==> src/rtl/b11_stim_player.sv <==
// Stimulus sequencer and MISR response compactor for the b11 core.
// Replays a stored opcode program {obs, stbi, x_in[5:0]} and folds x_out into a 16-bit signature.
module b11_stim_player #(
  parameter int unsigned AW    = 6,
  parameter int unsigned DEPTH = 64
) (
  input  logic          clock,
  input  logic          reset,
  input  logic          load_en,
  input  logic [AW-1:0] load_addr,
  input  logic [7:0]    load_data,
  input  logic [AW:0]   len,
  input  logic          start,
  input  logic [5:0]    x_out,
  output logic [5:0]    x_in,
  output logic          stbi,
  output logic          obs,
  output logic          busy,
  output logic          done,
  output logic [AW:0]   pc,
  output logic [15:0]   sig
);

  typedef enum logic [1:0] {StIdle, StRun, StDrain, StDone} state_e;

  localparam logic [AW:0] DepthW = (AW+1)'(DEPTH);

  state_e      state_q;
  logic [AW:0] len_q;
  logic [AW:0] len_clamp;
  logic [15:0] sig_next;
  logic [7:0]  ram_rd;
  logic        fb;

  logic [7:0] ram [DEPTH];

  always_comb begin
    len_clamp = (len > DepthW) ? DepthW : len;
  end

  always_comb begin
    fb       = sig[15] ^ sig[14] ^ sig[12] ^ sig[3];
    sig_next = {sig[14:0], fb} ^ {10'b0, x_out};
  end

  // pc never exceeds len_q-1 while reading, so the low AW bits address the RAM without wrapping.
  always_comb begin
    ram_rd = ram[pc[AW-1:0]];
  end

  always_ff @(posedge clock) begin
    if (load_en && (state_q == StIdle)) begin
      ram[load_addr] <= load_data;
    end
  end

  always_ff @(posedge clock) begin
    if (reset) begin
      state_q <= StIdle;
      len_q   <= '0;
      pc      <= '0;
      sig     <= '0;
      x_in    <= '0;
      stbi    <= 1'b0;
      obs     <= 1'b0;
      busy    <= 1'b0;
      done    <= 1'b0;
    end else begin
      done <= 1'b0;
      unique case (state_q)
        // The DONE exit edge doubles as an IDLE decision point so back-to-back runs lose no cycle.
        StIdle, StDone: begin
          if (start) begin
            len_q <= len_clamp;
            pc    <= '0;
            sig   <= '0;
            busy  <= 1'b1;
            if (len_clamp == '0) begin
              state_q <= StDone;
              done    <= 1'b1;
            end else begin
              state_q <= StRun;
            end
          end else begin
            busy    <= 1'b0;
            state_q <= StIdle;
          end
        end
        StRun: begin
          {obs, stbi, x_in} <= ram_rd;
          pc                <= pc + 1'b1;
          // The first RUN edge has no response yet; b11 answers one cycle late.
          if (pc != '0) begin
            sig <= sig_next;
          end
          if (pc == len_q - 1'b1) begin
            state_q <= StDrain;
          end
        end
        StDrain: begin
          sig     <= sig_next;
          done    <= 1'b1;
          state_q <= StDone;
        end
        default: state_q <= StIdle;
      endcase
    end
  end

endmodule

==> config.mk <==
export PLATFORM = sky130hd
export DESIGN_NAME = b11_stim_player
export DESIGN_NICKNAME = d
export VERILOG_FILES = /design/src/rtl/b11_stim_player.sv
export SDC_FILE = /design/constraint.sdc
export NUM_CORES = 1
export LEC_CHECK = 0
export BUFFER_PORTS_ARGS = -buffer_cell sky130_fd_sc_hd__buf_2
export CAP_MARGIN = 0
export CORE_ASPECT_RATIO = 0.5
export CORE_UTILIZATION = 56
export CTS_CLUSTER_DIAMETER = 50
export DETAILED_ROUTE_END_ITERATION = 8
export GPL_ROUTABILITY_DRIVEN = 0
export PLACE_DENSITY = 0.76
export SYNTH_ARGS = -nofsm -noshare
export SYNTH_HDL_FRONTEND = slang
export SYNTH_SLANG_ARGS = --single-unit
==> constraint.sdc <==
create_clock -name clock -period 2.2 [get_ports clock]
set_clock_uncertainty 0.2 [all_clocks]
set_input_delay 0 -clock clock [delete_from_list [all_inputs] [get_ports clock]]
set_output_delay 0 -clock clock [all_outputs]
set_load 0.005 [all_outputs]
## Word level (Yosys, flattened, before mapping)

Memory sizes are Yosys's and may differ from the RTL's. A register that Yosys moved wholly into a read port is not among the register bits.
Index checks and enable logic that the tools add are counted.

- Input bits: 31
- Flip-flop bits (word level): 34
- Memories kept: 1
- RAM bits: 512

Memory list:

| name | depth | width | rd ports | clocked after memory_dff | wr ports | line | RTL |
|---|---|---|---|---|---|---|---|
| ram | 64 | 8 | 1 | 1 | 1 | 35 | `logic [7:0] ram [DEPTH];` |

- Reductions and logical operators: 9
- Bitwise logic cells: 4
- Multiplexer cells: 16
- Eq/ne operators: 7
- Magnitude comparators: 1
- Add/subtract/negate cells: 2

Operators with widths:

| operator | number |
|---|---|
| 16-bit one-hot mux with 3 select lines | 1 |
| 16-bit two-way mux | 2 |
| 16-bit by 6-bit XOR with 16-bit output | 1 |
| 7-bit two-way mux | 2 |
| 7-bit one-hot mux with 2 select lines | 1 |
| 7-bit by 1-bit adder with 7-bit output, second input constant | 1 |
| 7-bit == test | 1 |
| 7-bit greater-than comparator, second input constant | 1 |
| 7-bit zero test | 1 |
| 7-bit nonzero test | 1 |
| 7-bit by 1-bit subtractor with 7-bit output, second input constant | 1 |
| 2-bit two-way mux | 3 |
| 2-bit != test, second input constant | 3 |
| 2-bit one-hot mux with 3 select lines | 1 |
| 2-bit AND reduction | 3 |
| 1-bit two-way mux | 5 |
| 2-bit == test, second input constant | 2 |
| 1-bit XOR | 3 |
| 2-bit by 1-bit == test with 1-bit output, second input constant | 1 |
| 2-bit zero test | 1 |
| 1-bit one-hot mux with 2 select lines | 1 |
| 2-bit nonzero test | 1 |
| 2-bit OR reduction | 1 |
| 1-bit logical AND | 1 |

## Depth between registers and ports, before layout

Gate-level depths: netlist of the first run.

- Word-level depth: 6
- Mapped depth: 12
- Mapped depth without buffers: 7

## Worst setup path after synthesis of the first run

Ideal clock, no wire load.

- Path type: reg2reg
- Start point: reg pc[1]
- End point: reg sig[11]
- Cell stages (with the launch flop): 13
- Library setup time: 0.065 ns
- Path slack: -0.253 ns
- Data arrival time: 2.188 ns
- Path through: dfxtp_1 -> buf_2 -> buf_4 -> buf_4 -> buf_2 -> inv_1 -> ha_1 -> nand4b_1 -> and2_1 -> clkbuf_1 -> clkbuf_1 -> a22oi_1 -> nor2_1

- Word-level cells in the longest chain between the ends: 3

RTL lines:

| element | line | RTL |
|---|---|---|
| start, declared | 20 | `output logic [AW:0] pc,` |
| start signal, assigned | 91 | `pc <= pc + 1'b1;` |
| 7-bit nonzero test | 93 | `if (pc != '0) begin` |
| 2-bit != test (no line) | - |  |
| 2-bit AND reduction (no line) | - |  |
| end signal, assigned | 94 | `sig <= sig_next;` |
| end signal, assigned | 101 | `sig <= sig_next;` |
| end, declared | 21 | `output logic [15:0] sig` |

Every way passes these cells.
A chain may end at the register's enable or synchronous reset.

==> flow_metrics.env, run 1 <==
export IMPL_fmax_ghz=0.417
export IMPL_holdPathStages=6
export IMPL_ys_seq_area_frac=0.735
export IMPL_final_antenna_net_count=0
export IMPL_drc=0
export IMPL_drt_pass1_iter_count=5
export IMPL_cp_required_ps=2430
export IMPL_power_density_mw_per_mm2=912
export IMPL_synth_edf_count=512
export IMPL_cts_tree="built"
export IMPL_ys_top_cells_by_area="edfxtp_1, mux4_2, dfxtp_1"
export IMPL_clk_pin_slew_worst_paths_ps=70
export IMPL_synth_fa_ha_area_frac=0.00340
export IMPL_min_from="load_en"
export IMPL_clock_sinks=554
export IMPL_violations="negative setup slack"
export IMPL_cp_cell_sequence="buf_12 > buf_12 > buf_4 > mux4_2 > o22a_1 > o211ai_1 > a211oi_1"
export IMPL_grt_max_degree=65
export IMPL_final_util=0.693
export IMPL_min_period_ps=2400
export IMPL_vias_per_cell=6.36
export IMPL_yosys_area_top_type="edfxtp_1"
export IMPL_outcome="finished with violations"
export IMPL_cp_slowest_cell="o211ai_1"
export IMPL_r2r_cells=7
export IMPL_path_max_fanout=17
export IMPL_synth_compound_area_frac=0.0453
export IMPL_die_h_um=142
export IMPL_clk_path_buf_depth=3
export IMPL_hpwl_um=35300
export IMPL_cp_start_kind="flop"
export IMPL_clock_latency_ps=570
export IMPL_relSlewSlack=0.403
export IMPL_netlist_area_mm2=0.0221
export IMPL_setup_viol=8
export IMPL_synth_distinct_cells=57
export IMPL_worst_slew_pin_slew_ps=896
export IMPL_root_buffer="clkbuf_16"
export IMPL_synth_mux_area_frac=0.131
export IMPL_nets=1552
export IMPL_synth_cells=1249
export IMPL_port_buffers=63
export IMPL_slew_viol_final=0
export IMPL_synth_most_common_cell="edfxtp_1"
export IMPL_worstHoldPathType="input pin to flop"
export IMPL_r2r_end="x_in[5]"
export IMPL_synth_nets=1286
export IMPL_setup_worst_path_class="flop to flop"
export IMPL_routed_wirelength_um=55900
export IMPL_synth_top_area_share=0.697
export IMPL_track_usage=0.283
export IMPL_endpoint_kind="flop"
export IMPL_rows=50
export IMPL_fin_crit_sh=1.09
export IMPL_die_x_um=283
export IMPL_crit_path_frequent_cell="buf_12"
export IMPL_start_util=0.579
export IMPL_whs_endpoint="ram[53][7]"
export IMPL_fp_dieArea_mm2=0.0402
export IMPL_yosys_area_share_xor_xnor=0.00913
export IMPL_grt_pass1_vias=13100
export IMPL_ys_seq_elements=554
export IMPL_worstPathArrival_ps=2630
export IMPL_total_leakage_power_nw=8.75
export IMPL_ys_top_cells_by_count="edfxtp_1, nor2_1, mux4_2"
export IMPL_dp_worst_setup_slack_ps=-327
export IMPL_overflow=0
export IMPL_synth_top_flop_cell="edfxtp_1"
export IMPL_vias=13200
export IMPL_rsz0062_at_grt="yes"
export IMPL_synth_area_per_cell_um2=17.7
export IMPL_yosysWarnings=0
export IMPL_syn2layout_area_growth_pct=19.8
export IMPL_peakVddDrop_uv=561
export IMPL_crit_path_max_incr_delay_ps=520
export IMPL_yosys_area_share_simple=0.0563
export IMPL_wl_per_cell_um=27.0
export IMPL_cts_buffers=47
export IMPL_tns_ps=-936
export IMPL_core_mm2=0.0381
export IMPL_post_layout_nonfiller_instances=2071
export IMPL_antenna_found_initial=2
export IMPL_drtIter0Drc=2157
export IMPL_htree_levels=2
export IMPL_r2r_start="pc[1]"
export IMPL_grt_pass1_wl_um=81300
export IMPL_drive_above_1_share=0.338
export IMPL_timing_max_cap_violations=0
export IMPL_synth_top_family_by_area="multiplexers"
export IMPL_async_reset_ff_frac=0
export IMPL_worst_slack_ps=-199
export IMPL_post_place_cells=1942
export IMPL_hold_viol=0
export IMPL_pin_count=64
export IMPL_rrSetupSlack_ps=-200
-- worst max path at each step --
stage | startpoint | endpoint | slack (ps) | cells past startpoint
finish | pc[1] | x_in[5] | -200 | 7
CTS | pc[0] | obs | -140 | 6
global placement | pc[0] | x_in[5] | -310 | 6
floorplan | pc[0] | obs | 20 | 6
detailed placement | pc[0] | x_in[5] | -330 | 6
global route | pc[1] | x_in[5] | -230 | 7
-- cells in the final DEF, fill, tap and decap left out, drive strengths merged, types with 14 or more instances in the layout --
cell type,instances
edfxtp,512
buf,261
nor2,118
mux4,91
mux2,69
nand2,61
clkbuf,61
dfxtp,42
o22ai,42
dlygate4sd3,26
o21ai,20
a211oi,19
nor3,18
a21oi,18
clkinv,17
a22oi,16
nor4,14
-- stage by stage --
stage                     power, W  hold WS [ps]  instance area, um2
final                       0.0241          59.9               26400
after global placement      0.0157          87.7               24200
after floorplan             0.0143          -101               22100
after detailed placement    0.0158          92.3               24200
after global routing        0.0248          99.7               26400
after CTS                   0.0239          44.1               26200
-- power breakdown --
| part | total, W | switching [W] | internal [W] |
|---|---|---|---|
| registers | 0.0119 | 0.000177 | 0.0117 |
| clock network | 0.00793 | 0.00361 | 0.00432 |
| logic | 0.00427 | 0.00228 | 0.00199 |
| total | 0.0241 | 0.00607 | 0.0180 |
-- area by class of cell --
cell class	instances	area, um2
Sequential cell	554	16200
Fill cell	2251	11700
Multi-Input combinational cell	612	5600
Timing Repair Buffer	289	2460
Clock buffer	61	1270
Tap cell	520	651
Clock inverter	23	165
Inverter	11	43.8
Antenna cell	1	2.50
-- flip-flops by register name (all words and copies together) (netlist names) --
signal,cells
ram,512
busy,1
state_q,2
len_q,7
x_in,6
pc,7
stbi,1
sig,16
done,1
obs,1
-- what timing repair did --
| action | CTS | global route |
|---|---|---|
| endpoints found under the setup margin | 24 | 38 |
| pin swaps | 14 | 20 |
| resized for setup | 21 | 36 |
| buffers inserted | 10 | 5 |
| gates cloned | 3 | 0 |
| hold endpoints to repair | 448 | 0 |
| hold buffers | 27 | 0 |
-- critical path, delay by kind of cell, from the launching register on --
kind / cells / cell delay [ps]
buffers and inverters: 3 / 470
AO/OA/AOI/OAI: 3 / 890
flip-flops: 1 / 380
multiplexers: 1 / 300
-- routing by layer --
| metal | global-route usage | up-vias | share of wire |
|---|---|---|---|
| met1 | 0.392 | 6685 | 0.39 |
| met4 | 0.0945 | 2 | 0.033 |
| met3 | 0.0753 | 144 | 0.11 |
| met2 | 0.441 | 840 | 0.47 |
| met5 | 0 | - | 0.00023 |
| li1 | - | 5500 | - |
-- cell families after synthesis --
group | Yosys count
flops | 554
simple gates | 270
fa+ha+maj | 6
compound gates | 149
xor+xnor | 23
buf+inv | 83
mux | 164
Power figures use the tool's default switching activity.
==> inputs of run 2 (changes only) <==
--- a/config.mk
+++ b/config.mk
@@ -13,6 +13,7 @@
 export DETAILED_ROUTE_END_ITERATION = 8
 export GPL_ROUTABILITY_DRIVEN = 0
 export PLACE_DENSITY = 0.76
+export SETUP_SLACK_MARGIN = 0.05
 export SYNTH_ARGS = -nofsm -noshare
 export SYNTH_HDL_FRONTEND = slang
 export SYNTH_SLANG_ARGS = --single-unit
==> run 2 against run 1 <==
The flow still finishes with violations (negative setup slack). Total power increased by 3.2%. Sequential share of layout area decreased by 0.86 points. Core utilization increased by 1.0 points. Routed wire length increased by 2.1%. Worst setup slack got worse by 190 ps. Clock power increased by 5.8%. Critical path type unchanged. Critical endpoint is now x_in[4].
==> flow_metrics.env, run 2 (synthesis results as in run 1) <==
export IMPL_outcome="finished with violations"
export IMPL_violations="negative setup slack"
export IMPL_power_density_mw_per_mm2=928
export IMPL_endpoint_kind="flop"
export IMPL_syn2layout_area_growth_pct=21.5
export IMPL_p_sw_frac=0.254
export IMPL_final_antenna_net_count=0
export IMPL_peakVddDrop_uv=614
export IMPL_drtIter0Drc=1836
export IMPL_mostFrequentLayoutCells="edfxtp_1, buf_4, nor2_1, mux4_2, mux2_2"
export IMPL_dp_worst_setup_slack_ps=-420
export IMPL_switching_power_w=0.00632
export IMPL_hpwl_um=34100
export IMPL_nFillCells=2158
export IMPL_clk_path_buf_depth=3
export IMPL_clk_pin_slew_worst_paths_ps=70
export IMPL_largestRegisters="ram x512, sig x16"
export IMPL_grt_max_degree=65
export IMPL_grt_pass1_wl_um=83000
export IMPL_worstHoldPathType="input pin to flop"
export IMPL_hold_viol=0
export IMPL_cp_start_kind="flop"
export IMPL_vias=13400
export IMPL_worstPathArrival_ps=2860
export IMPL_cp_required_ps=2470
export IMPL_drt_pass1_iter_count=7
export IMPL_fin_crit_sh=1.18
export IMPL_cts_buffers=47
export IMPL_final_common_cell="edfxtp_1"
export IMPL_design_area_mm2=0.0268
export IMPL_drive_above_1_share=0.362
export IMPL_root_buffer="clkbuf_16"
export IMPL_min_period_ps=2590
export IMPL_start_util=0.579
export IMPL_die_x_um=283
export IMPL_antenna_found_initial=3
export IMPL_fmax_ghz=0.386
export IMPL_core_mm2=0.0381
export IMPL_pin_count=64
export IMPL_relSlewSlack=0.454
export IMPL_rsz0062_at_grt="yes"
export IMPL_fp_dieArea_mm2=0.0402
export IMPL_track_usage=0.284
export IMPL_worst_slew_pin_slew_ps=819
export IMPL_port_buffers=63
export IMPL_internal_power_w=0.0186
export IMPL_htree_levels=2
export IMPL_tns_ps=-1530
export IMPL_pwr_share_clk=0.338
export IMPL_overflow=0
export IMPL_worst_slack_ps=-390
export IMPL_vias_per_cell=6.49
export IMPL_post_layout_nonfiller_instances=2072
export IMPL_grt_pass1_vias=13300
export IMPL_clock_sinks=554
export IMPL_wl_per_cell_um=27.5
export IMPL_hold_ws_ps=61.2
export IMPL_total_leakage_power_nw=8.85
export IMPL_largest_reg_flops=512
export IMPL_timing_max_cap_violations=0
export IMPL_die_h_um=142
export IMPL_rows=50
export IMPL_setup_worst_path_class="flop to flop"
export IMPL_nets=1550
export IMPL_pwr_share_seq=0.478
export IMPL_regMostFlops="ram"
export IMPL_path_max_fanout=6
export IMPL_post_place_cells=1924
export IMPL_cts_tree="built"
export IMPL_comb_power_share=0.184
export IMPL_drc=0
export IMPL_slew_viol_final=0
export IMPL_clock_latency_ps=570
export IMPL_placed_cell_area_mm2=0.0241
export IMPL_routed_wirelength_um=57000
export IMPL_setup_viol=8
[run 2: cell types whose count changed in the layout (fill, tap and decap cells not counted), moves of 5 or more]
cell / before / now
nor4_4: 0 / 5
o22ai_2: 5 / 11
clkbuf_1: 12 / 6
nand2_1: 59 / 52
nand2_2: 2 / 9
o22ai_1: 37 / 29
buf_4: 167 / 156
[run 2: path summary, 6_finish.rpt]
check	from	end	slack, ps	cells after the start
setup / recovery	pc[0]	x_in[4]	-390	8
hold / removal	load_addr[0]	ram[53][2]	60	5
setup reg to reg	pc[0]	x_in[4]	-390	8
hold reg to reg	busy	busy	270	2
[run 2: area by class of cell]
| type | instances | area (um2) | share of cell area |
|---|---|---|---|
| diodes | 3 | 7.51 | 0.000280 |
| well taps | 520 | 651 | 0.0243 |
| clock buffers | 57 | 1260 | 0.0472 |
| multi-input cells | 613 | 5840 | 0.218 |
| clock inverters | 28 | 272 | 0.0101 |
| repair buffers | 286 | 2500 | 0.0932 |
| inverters | 11 | 41.3 | 0.00154 |
| flip-flops and latches | 554 | 16200 | 0.605 |
[run 2: what timing repair did]
| action | in CTS | in global routing |
|---|---|---|
| pin swaps | 18 | 16 |
| hold endpoints to repair | 505 | 0 |
| hold buffers | 25 | 0 |
| setup buffers | 20 | 11 |
| cloned | 3 | 2 |
| endpoints found under the setup margin | 27 | 86 |
| resized for setup | 71 | 53 |
[run 2: routing by layer]
layer | share of wire | GRT usage
met1 | 0.38 | 0.401
met2 | 0.47 | 0.448
met3 | 0.11 | 0.0604
met4 | 0.031 | 0.0950
met5 | 0.00016 | 0
[run 2: through the flow]
stage	util	total power [W]
2_1_floorplan	-	0.0143
3_3_place_gp	0.632	0.0157
3_5_place_dp	0.632	0.0158
4_1_cts	0.694	0.0244
5_1_grt	0.704	0.0255
6_report	0.704	0.0249
[run 2: worst max-delay path: stages (launching register included)]
cell and delay, ps:
dfxtp_4 400, buf_6 140, buf_12 130, buf_4 160
mux4_2 360, o22ai_1 90, o21ai_1 370, nand3_2 300
a211oi_1 340
[run 2: power by group through the flow]
stage          Combinational, W  Clock [W]  Sequential [W]
2_1_floorplan           0.00221          0          0.0121
4_1_cts                 0.00417    0.00841          0.0119
3_5_place_dp            0.00368          0          0.0121
3_3_place_gp            0.00358          0          0.0121
5_1_grt                 0.00479    0.00883          0.0119
6_report                0.00458    0.00839          0.0119
==> inputs of run 3 (changes only) <==
--- a/config.mk
+++ b/config.mk
@@ -8,7 +8,7 @@
 export BUFFER_PORTS_ARGS = -buffer_cell sky130_fd_sc_hd__buf_2
 export CAP_MARGIN = 0
 export CORE_ASPECT_RATIO = 0.5
-export CORE_UTILIZATION = 56
+export CORE_UTILIZATION = 59
 export CTS_CLUSTER_DIAMETER = 50
 export DETAILED_ROUTE_END_ITERATION = 8
 export GPL_ROUTABILITY_DRIVEN = 0
==> constraint.sdc (replaced) <==
create_clock -name clock -period 2.4 [get_ports clock]
set_clock_uncertainty 0.2 [all_clocks]
set_input_delay 0 -clock clock [delete_from_list [all_inputs] [get_ports clock]]
set_output_delay 0 -clock clock [all_outputs]
set_load 0.005 [all_outputs]
==> run 3 against run 2 <==
The flow now finishes without violations. Worst hold slack lost 3.2 ps. Final area shrank 3.3%. Flip-flop and latch count stayed put. First-iteration DRC count down 0.71%. Sequential share of layout area is 2.1 points higher. Largest power group unchanged.
==> flow_metrics.env, run 3 (synthesis results as in run 1) <==
export IMPL_outcome="complete, no violations"
export IMPL_endpoint_kind="flop"
export IMPL_wl_per_cell_um=27.2
export IMPL_post_cts_setup_buffers=0
export IMPL_vias=13000
export IMPL_rows=49
export IMPL_fp_dieArea_mm2=0.0382
export IMPL_clk_path_buf_depth=3
export IMPL_setup_worst_path_class="flop to flop"
export IMPL_peakVddDrop_uv=447
export IMPL_regMostFlops="ram"
export IMPL_final_util=0.713
export IMPL_drive_above_1_share=0.313
export IMPL_largest_reg_flops=512
export IMPL_final_common_cell="edfxtp_1"
export IMPL_wl_met2_um=25900
export IMPL_track_usage=0.292
export IMPL_htree_levels=2
export IMPL_hold_ws_ps=58.0
export IMPL_fmax_ghz=0.419
export IMPL_root_buffer="clkbuf_16"
export IMPL_drtIter0Drc=1823
export IMPL_clock_latency_ps=580
export IMPL_start_util=0.607
export IMPL_largestRegisters="ram x512, sig x16"
export IMPL_die_h_um=139
export IMPL_dr_wl_met3_um=5820
export IMPL_dp_worst_setup_slack_ps=-180
export IMPL_hpwl_um=33800
export IMPL_post_layout_nonfiller_instances=2003
export IMPL_grt_pass1_vias=13000
export IMPL_met1_length_um=21100
export IMPL_relSlewSlack=0.274
export IMPL_grt_max_degree=65
export IMPL_vias_per_cell=6.51
export IMPL_worstPathArrival_ps=2650
export IMPL_top_layer_used="met4"
export IMPL_power_density_mw_per_mm2=840
export IMPL_cp_start_kind="flop"
export IMPL_overflow=0
export IMPL_timing_max_cap_violations=0
export IMPL_hold_viol=0
export IMPL_cp_required_ps=2660
export IMPL_clk_pin_slew_worst_paths_ps=70
export IMPL_pin_count=64
export IMPL_worst_slack_ps=12.6
export IMPL_fin_crit_sh=0.995
export IMPL_clock_sinks=554
export IMPL_nets=1521
export IMPL_die_x_um=275
export IMPL_rsz0062_at_grt="yes"
export IMPL_grt_pass1_wl_um=81200
export IMPL_drc=0
export IMPL_final_antenna_net_count=0
export IMPL_worst_slew_pin_slew_ps=1090
export IMPL_syn2layout_area_growth_pct=17.5
export IMPL_drt_pass1_iter_count=6
export IMPL_min_period_ps=2390
export IMPL_mostFrequentLayoutCells="edfxtp_1, buf_4, nor2_1, mux4_2, mux2_2"
export IMPL_slew_viol_final=0
export IMPL_cts_tree="built"
export IMPL_total_leakage_power_nw=8.47
export IMPL_diodes=0
export IMPL_port_buffers=63
export IMPL_worstHoldPathType="input pin to flop"
export IMPL_cts_buffers=47
export IMPL_routed_wirelength_um=54400
export IMPL_core_mm2=0.0364
export IMPL_setup_viol=0
export IMPL_path_max_fanout=10
export IMPL_tns_ps=0
export IMPL_antenna_found_initial=0
export IMPL_post_place_cells=1882
[run 3: cell count changes in the layout (fill, tap and decap cells not counted), moves of 5 or more]
cell,change
buf_4,-12
buf_6,-6
nand2_2,-9
clkbuf_1,+5
o22ai_1,+9
a311oi_1,+5
dlygate4sd3_1,+12
o22ai_2,-7
nand2_1,+9
buf_12,-18
nor4_2,+5
[run 3: worst max-delay path, cell delays in order, from the launching register on]
cell	delay (ps)
dfxtp_4	490
mux4_1	670
mux4_2	510
and2_0	170
o21ai_1	130
o311ai_1	100
[run 3: through the flow]
stage	power, W	cell area [um2]
finish	0.0218	25900
detailed placement	0.0142	23900
global route	0.0224	25900
CTS	0.0217	25800
global placement	0.0141	23900
floorplan	0.0130	22100
[run 3: routing by layer]
| layer | up-vias | global-route usage |
|---|---|---|
| met4 | 0 | 0.0986 |
| met1 | 6584 | 0.415 |
| met3 | 144 | 0.0694 |
| met5 | - | 0 |
| met2 | 881 | 0.452 |
| li1 | 5437 | - |
[run 3: final timing paths]
check,from,endpoint,cells past startpoint,slack [ps]
worst max-delay path,pc[0],obs,5,10
worst min-delay path,load_addr[5],ram[20][3],4,60
worst max register to register,pc[0],obs,5,10
worst min register to register,busy,busy,2,260
[run 3: final cells by class]
type / count / area (um2)
Sequential cell: 554 / 16200
Fill cell: 2087 / 10400
Multi-Input combinational cell: 612 / 5560
Timing Repair Buffer: 258 / 2030
Clock buffer: 60 / 1270
Tap cell: 484 / 606
Clock inverter: 24 / 179
Inverter: 11 / 41.3
[run 3: what timing repair did]
item,in CTS,in global routing
hold endpoints to repair,517,0
setup endpoints to repair,26,28
gates resized for setup,22,27
gates cloned,1,0
pin swaps,3,1
hold buffers,36,0
[run 3: power by group]
| part | internal (W) | leakage, nW | switching, W |
|---|---|---|---|
| Combinational | 0.00159 | 2.82 | 0.00192 |
| Sequential | 0.0107 | 4.95 | 0.000180 |
| Clock | 0.00396 | 0.701 | 0.00337 |
